--- src/rtl/serial_divider_if.sv ---
// EX-stage <-> serial divider handshake: request, flush, operands, and result.
interface serial_divider_if #(
    parameter int unsigned WIDTH = 32
);
    logic             start;
    logic             kill;
    logic [1:0]       op;
    logic [WIDTH-1:0] A;
    logic [WIDTH-1:0] B;
    logic [WIDTH-1:0] Y;
    logic             busy;
    logic             done;

    modport master (
        output start, kill, op, A, B,
        input  Y, busy, done
    );

    modport slave (
        input  start, kill, op, A, B,
        output Y, busy, done
    );
endinterface

--- src/rtl/serial_divider.sv ---
// Iterative restoring divider for RV32M DIV/DIVU/REM/REMU: one quotient bit per cycle,
// with early completion for divide-by-zero and signed overflow.
module serial_divider #(
    parameter int unsigned WIDTH = 32
) (
    input  logic             clk,
    input  logic             rst_n,
    serial_divider_if.slave  bus
);
    localparam int unsigned CW = (WIDTH > 1) ? $clog2(WIDTH) : 1;
    localparam logic [CW-1:0]    LAST     = CW'(WIDTH - 1);
    localparam logic [WIDTH-1:0] MOST_NEG = {1'b1, {(WIDTH-1){1'b0}}};

    typedef enum logic [1:0] {
        IDLE,
        CALC,
        FIX,
        DONE
    } state_t;

    state_t           state_q, state_d;
    logic [1:0]       op_q, op_d;
    logic [WIDTH-1:0] rem_q, rem_d;
    logic [WIDTH-1:0] quo_q, quo_d;
    logic [WIDTH-1:0] div_q, div_d;
    logic [CW-1:0]    count_q, count_d;
    logic             qsign_q, qsign_d;
    logic             rsign_q, rsign_d;
    logic [WIDTH-1:0] y_q, y_d;
    logic             done_q, done_d;
    logic             busy_q, busy_d;

    logic             in_signed;
    logic             a_neg;
    logic             b_neg;
    logic [WIDTH-1:0] a_mag;
    logic [WIDTH-1:0] b_mag;
    logic [WIDTH:0]   shifted;
    logic [WIDTH-1:0] rem_sub;
    logic             fix_signed;
    logic [WIDTH-1:0] quo_fixed;
    logic [WIDTH-1:0] rem_fixed;

    // Operand conditioning for the request currently on the bus.
    always_comb begin
        in_signed = ~bus.op[0];
        a_neg     = in_signed & bus.A[WIDTH-1];
        b_neg     = in_signed & bus.B[WIDTH-1];
        a_mag     = a_neg ? (~bus.A + 1'b1) : bus.A;
        b_mag     = b_neg ? (~bus.B + 1'b1) : bus.B;
    end

    // One restoring step; the subtraction only fits WIDTH bits when it is taken,
    // which is the only case its result is used.
    always_comb begin
        shifted = {rem_q, quo_q[WIDTH-1]};
        rem_sub = shifted[WIDTH-1:0] - div_q;
    end

    always_comb begin
        fix_signed = ~op_q[0];
        quo_fixed  = (fix_signed && qsign_q) ? (~quo_q + 1'b1) : quo_q;
        rem_fixed  = (fix_signed && rsign_q) ? (~rem_q + 1'b1) : rem_q;
    end

    always_comb begin
        state_d = state_q;
        op_d    = op_q;
        rem_d   = rem_q;
        quo_d   = quo_q;
        div_d   = div_q;
        count_d = count_q;
        qsign_d = qsign_q;
        rsign_d = rsign_q;
        y_d     = y_q;
        done_d  = 1'b0;

        unique case (state_q)
            IDLE: begin
                if (bus.start && !bus.kill) begin
                    op_d    = bus.op;
                    quo_d   = a_mag;
                    div_d   = b_mag;
                    qsign_d = a_neg ^ b_neg;
                    rsign_d = a_neg;
                    rem_d   = '0;
                    count_d = '0;
                    if (bus.B == '0) begin
                        y_d     = bus.op[1] ? bus.A : '1;
                        done_d  = 1'b1;
                        state_d = DONE;
                    end else if (in_signed && bus.A == MOST_NEG && bus.B == '1) begin
                        y_d     = bus.op[1] ? '0 : MOST_NEG;
                        done_d  = 1'b1;
                        state_d = DONE;
                    end else begin
                        state_d = CALC;
                    end
                end
            end

            CALC: begin
                if (bus.kill) begin
                    state_d = IDLE;
                end else begin
                    if (shifted >= {1'b0, div_q}) begin
                        rem_d = rem_sub;
                        quo_d = {quo_q[WIDTH-2:0], 1'b1};
                    end else begin
                        rem_d = shifted[WIDTH-1:0];
                        quo_d = {quo_q[WIDTH-2:0], 1'b0};
                    end
                    count_d = count_q + CW'(1);
                    if (count_q == LAST) begin
                        state_d = FIX;
                    end
                end
            end

            FIX: begin
                if (bus.kill) begin
                    state_d = IDLE;
                end else begin
                    y_d     = op_q[1] ? rem_fixed : quo_fixed;
                    done_d  = 1'b1;
                    state_d = DONE;
                end
            end

            DONE: begin
                state_d = IDLE;
            end

            default: begin
                state_d = IDLE;
            end
        endcase

        busy_d = (state_d != IDLE);
    end

    always_ff @(posedge clk) begin
        if (!rst_n) begin
            state_q <= IDLE;
            op_q    <= '0;
            rem_q   <= '0;
            quo_q   <= '0;
            div_q   <= '0;
            count_q <= '0;
            qsign_q <= 1'b0;
            rsign_q <= 1'b0;
            y_q     <= '0;
            done_q  <= 1'b0;
            busy_q  <= 1'b0;
        end else begin
            state_q <= state_d;
            op_q    <= op_d;
            rem_q   <= rem_d;
            quo_q   <= quo_d;
            div_q   <= div_d;
            count_q <= count_d;
            qsign_q <= qsign_d;
            rsign_q <= rsign_d;
            y_q     <= y_d;
            done_q  <= done_d;
            busy_q  <= busy_d;
        end
    end

    assign bus.Y    = y_q;
    assign bus.busy = busy_q;
    assign bus.done = done_q;
endmodule
--- src/flat_wrapper.sv ---
// flat-port wrapper written by rule: the top's interface ports become plain ports
module serial_divider_flat 
#(
    parameter int unsigned WIDTH = 32
)
  (clk, rst_n, bus_start, bus_kill, bus_op, bus_A, bus_B, bus_Y, bus_busy, bus_done);
  serial_divider_if #(.WIDTH(WIDTH)) bus_i ();
  input  logic clk;
  input  logic rst_n;
  input wire logic [$bits(bus_i.start)-1:0] bus_start;
  input wire logic [$bits(bus_i.kill)-1:0] bus_kill;
  input wire logic [$bits(bus_i.op)-1:0] bus_op;
  input wire logic [$bits(bus_i.A)-1:0] bus_A;
  input wire logic [$bits(bus_i.B)-1:0] bus_B;
  output wire logic [$bits(bus_i.Y)-1:0] bus_Y;
  output wire logic [$bits(bus_i.busy)-1:0] bus_busy;
  output wire logic [$bits(bus_i.done)-1:0] bus_done;
  assign bus_i.start = bus_start;
  assign bus_i.kill = bus_kill;
  assign bus_i.op = bus_op;
  assign bus_i.A = bus_A;
  assign bus_i.B = bus_B;
  assign bus_Y = bus_i.Y;
  assign bus_busy = bus_i.busy;
  assign bus_done = bus_i.done;
  serial_divider #(.WIDTH(WIDTH)) u_core (.clk(clk), .rst_n(rst_n), .bus(bus_i));
endmodule
--- config.mk ---
export PLATFORM = sky130hd
export DESIGN_NAME = serial_divider_flat
export DESIGN_NICKNAME = d
export VERILOG_FILES = /design/src/rtl/serial_divider_if.sv /design/src/rtl/serial_divider.sv /design/src/flat_wrapper.sv
export SDC_FILE = /design/constraint.sdc
export NUM_CORES = 1
export LEC_CHECK = 0
export CAP_MARGIN = 20
export CELL_PAD_IN_SITES_DETAIL_PLACEMENT = 1
export CELL_PAD_IN_SITES_GLOBAL_PLACEMENT = 2
export CORE_MARGIN = 8
export CORE_UTILIZATION = 34
export DETAILED_ROUTE_END_ITERATION = 8
export GPL_TIMING_DRIVEN = 0
export PLACE_DENSITY_LB_ADDON = 0.1
export SYNTH_ARGS = -nofsm -noshare
export SYNTH_HDL_FRONTEND = slang
export SYNTH_SLANG_ARGS = --single-unit
export TNS_END_PERCENT = 20
--- constraint.sdc ---
create_clock -name clk -period 3.35 [get_ports clk]
set_input_delay 0.5025 -clock clk [delete_from_list [all_inputs] [get_ports clk]]
set_output_delay 0.5025 -clock clk [all_outputs]
set_load 0.05 [all_outputs]
==> results.sh <==
export IMPL_irDropWorstVdd_v=0.000348
export IMPL_start_util_pct=34.3
export IMPL_syn_area_um2=10400
export IMPL_hold_violations=0
export IMPL_synth_area_top_cells="dfxtp_1 27%, xnor2_1 6.0%, a21oi_1 5.7%"
export IMPL_io_pins=104
export IMPL_synth_compound_area_share_pct=27.8
export IMPL_max_slew_margin_pct=37.4
export IMPL_drive_above_1_share_pct=6.74
export IMPL_synthFlopType="dfxtp_1"
export IMPL_yosys_warnings=0
export IMPL_hp_class="in2reg"
export IMPL_crit_family="simple AND/OR/NAND/NOR gates"
export IMPL_place_ws_ns=-1.49
export IMPL_hold_start="bus_B[1]"
export IMPL_die_area_um2=36400
export IMPL_vias=11032
export IMPL_setup_violations=0
export IMPL_grt_overflow=0
export IMPL_gp_congestion=0.882
export IMPL_cap_violations=0
export IMPL_ys_seq_elements=141
export IMPL_mostFrequentLayoutCells="147 x nand2_1, 137 x dfxtp_1, 115 x nor2_1, 115 x a21oi_1, 108 x o21ai_0"
export IMPL_synth_edf_count=0
export IMPL_syn_avg_cell_area_um2=7.51
export IMPL_final_common_cell="nand2_1"
export IMPL_yosysTopAreaCell="dfxtp_1"
export IMPL_num_rows=64
export IMPL_syn_to_final_growth_pct=24.0
export IMPL_ys_types=70
export IMPL_synth_top_family_by_area="compound AO/OA/AOI/OAI gates"
export IMPL_setup_ws_ns=0.115
export IMPL_drt_initial_drc_count=665
export IMPL_track_usage_pct=24.3
export IMPL_critPathBufInv=4
export IMPL_antenna_found_initial=0
export IMPL_timing_rr_start="u_core.rem_q[2]"
export IMPL_clk_pin_slew_ns=0.06
export IMPL_ant_nets=0
export IMPL_insertion_delay_ns=0.45
export IMPL_grt_pass1_vias=11263
export IMPL_synthSimpleGateAreaFrac_pct=20.5
export IMPL_syn_nets=1495
export IMPL_first_pass_iters=5
export IMPL_tightest_slew_ns=0.934
export IMPL_finalCritPeriodShare_pct=96.6
export IMPL_crit_chain="clkdlybuf4s50_1 -> or4_4 -> nor4_4 -> nand2_2 -> or4_4 -> nand2b_4 -> o21ai_4 -> buf_6 -> buf_12 -> buf_8 -> o21ai_1 -> a21oi_1"
export IMPL_worst_path_max_delay_cell="or4_4"
export IMPL_end_kind="register"
export IMPL_fmax_mhz=309
export IMPL_die_w_um=191
export IMPL_holdPathStages=3
export IMPL_synthCells=1385
export IMPL_critPathKind="in2reg"
export IMPL_routed_wl_um=44300
export IMPL_yosysTopAreaCellShare_pct=27.2
export IMPL_cts_buffers=17
export IMPL_portBuffers=103
export IMPL_wl_per_cell_um=23.0
export IMPL_skew_ns=0.0138
export IMPL_power_density_nw_per_um2=395
export IMPL_crit_fanout=10
export IMPL_worstRegToRegCells=12
export IMPL_finalMaxSlewViolations=0
export IMPL_diodes=0
export IMPL_cts_max_path_buffers=2
export IMPL_dieHeight_um=191
export IMPL_startpoint_type="input port"
export IMPL_final_nets=1627
export IMPL_path_depth=12
export IMPL_dp_hpwl_um=34400
export IMPL_status="finished, final reports clean"
export IMPL_coreArea_um2=30300
export IMPL_crit_arrival_ns=3.60
export IMPL_fin_util_pct=42.5
export IMPL_clockRootBuffer="clkbuf_16"
export IMPL_required_ns=3.72
export IMPL_ys_seq_area_share_pct=27.2
export IMPL_synth_xor_area_share_pct=11.2
export IMPL_viasPerCell=5.73
export IMPL_drc=0
export IMPL_crit_start="bus_A[11]"
export IMPL_synthMuxAreaShare_pct=2.79
export IMPL_max_stage_delay_ns=0.60
export IMPL_cts_sinks=141
export IMPL_htree_num_levels=4
export IMPL_synthArstFlopShare_pct=0
export IMPL_min_period_ns=3.24
export IMPL_grt_max_degree=17
export IMPL_synthAdderAreaFrac_pct=4.89
export IMPL_cts_tree="done"
export IMPL_grt_pass1_wl_um=68200
export IMPL_crit_top_cell="or4_4"
export IMPL_power_leakage_nw=4.53
per-stage QoR:
stage	total power, mW	instances	hold slack, ns	cell area [um^2]	TNS (ns)
6_report	5.09	1925	0.425	12900	0
5_1_grt	5.31	1925	0.448	12900	-0.0123
4_1_cts	5.11	1925	0.453	12800	0
3_5_place_dp	2.83	1885	0.445	11900	-51.05
3_3_place_gp	2.82	1884	0.434	11900	-49.06
2_1_floorplan	2.43	1385	0.432	10400	0
worst min-delay path, delay by kind of cell:
family                 cells  cell delay, ns
buffers and inverters      1            0.16
and+or+nand+nor            1            0.07
AOI/OAI and AO/OA          1            0.08
synth_stat cells, types with 29 or more instances:
cell type and n:
a211oi_1 31, a21oi_1 118, a22oi_1 33, clkbuf_1 76, dfxtp_1 141, ha_1 39
inv_1 57, mux2i_1 29, nand2_1 148, nor2_1 116, nor3_1 32, o211ai_1 29
o21ai_0 111, xnor2_1 71, xor2_1 62
area by class of cell:
class	count	area (um^2)
fillers	3713	17500
clock buffers	21	470
well taps	396	495
flip-flops and latches	141	2830
multi-input cells	1098	7150
repair buffers	113	1130
inverters	58	218
clock inverters	10	210
plain buffers	88	389
flip-flops by register name, indices dropped and copies added, names as in the netlist, 2 cells and up:
signal          count
u_core.div_q       32
u_core.quo_q       32
u_core.count_q      5
u_core.op_q         2
u_core.state_q      2
u_core.rem_q       32
u_core.bus.Y       32
power breakdown:
part           internal, mW  switching, mW
Clock                  1.45          0.809
Sequential             1.73         0.0563
Combinational         0.390          0.654
cells by family (layout without fill, tap and decap cells):
logic type | Yosys count | in the layout
flops | 141 | 141
xor+xnor | 133 | 133
simple gates | 442 | 442
mux | 29 | 29
compound gates | 454 | 454
buf+inv | 146 | 290
fa+ha+maj | 40 | 40
worst paths after layout:
kind / slack, ns / end
setup reg to reg: 0.17 / u_core.rem_q[29]
hold / removal: 0.43 / u_core.div_q[1]
hold reg to reg: 0.44 / u_core.bus.Y[27]
setup / recovery: 0.11 / u_core.bus.Y[18]
per-layer routing:
layer  global-route usage (%)  routed length (um)  vias up
met3                     3.60                1840       31
met5                        0                   0        -
met2                     37.6               19700      219
li1                         -                   -     5297
met1                     35.0               22200     5485
met4                     5.01                 544        0
what timing repair did:
action                                  CTS  global route
pin swaps                                 5             3
hold buffers                              0             0
resized for setup                        23            35
cloned                                    0             0
setup buffers                             9             0
endpoints found under the setup margin   72            65
(Power assumes the default switching activity.)
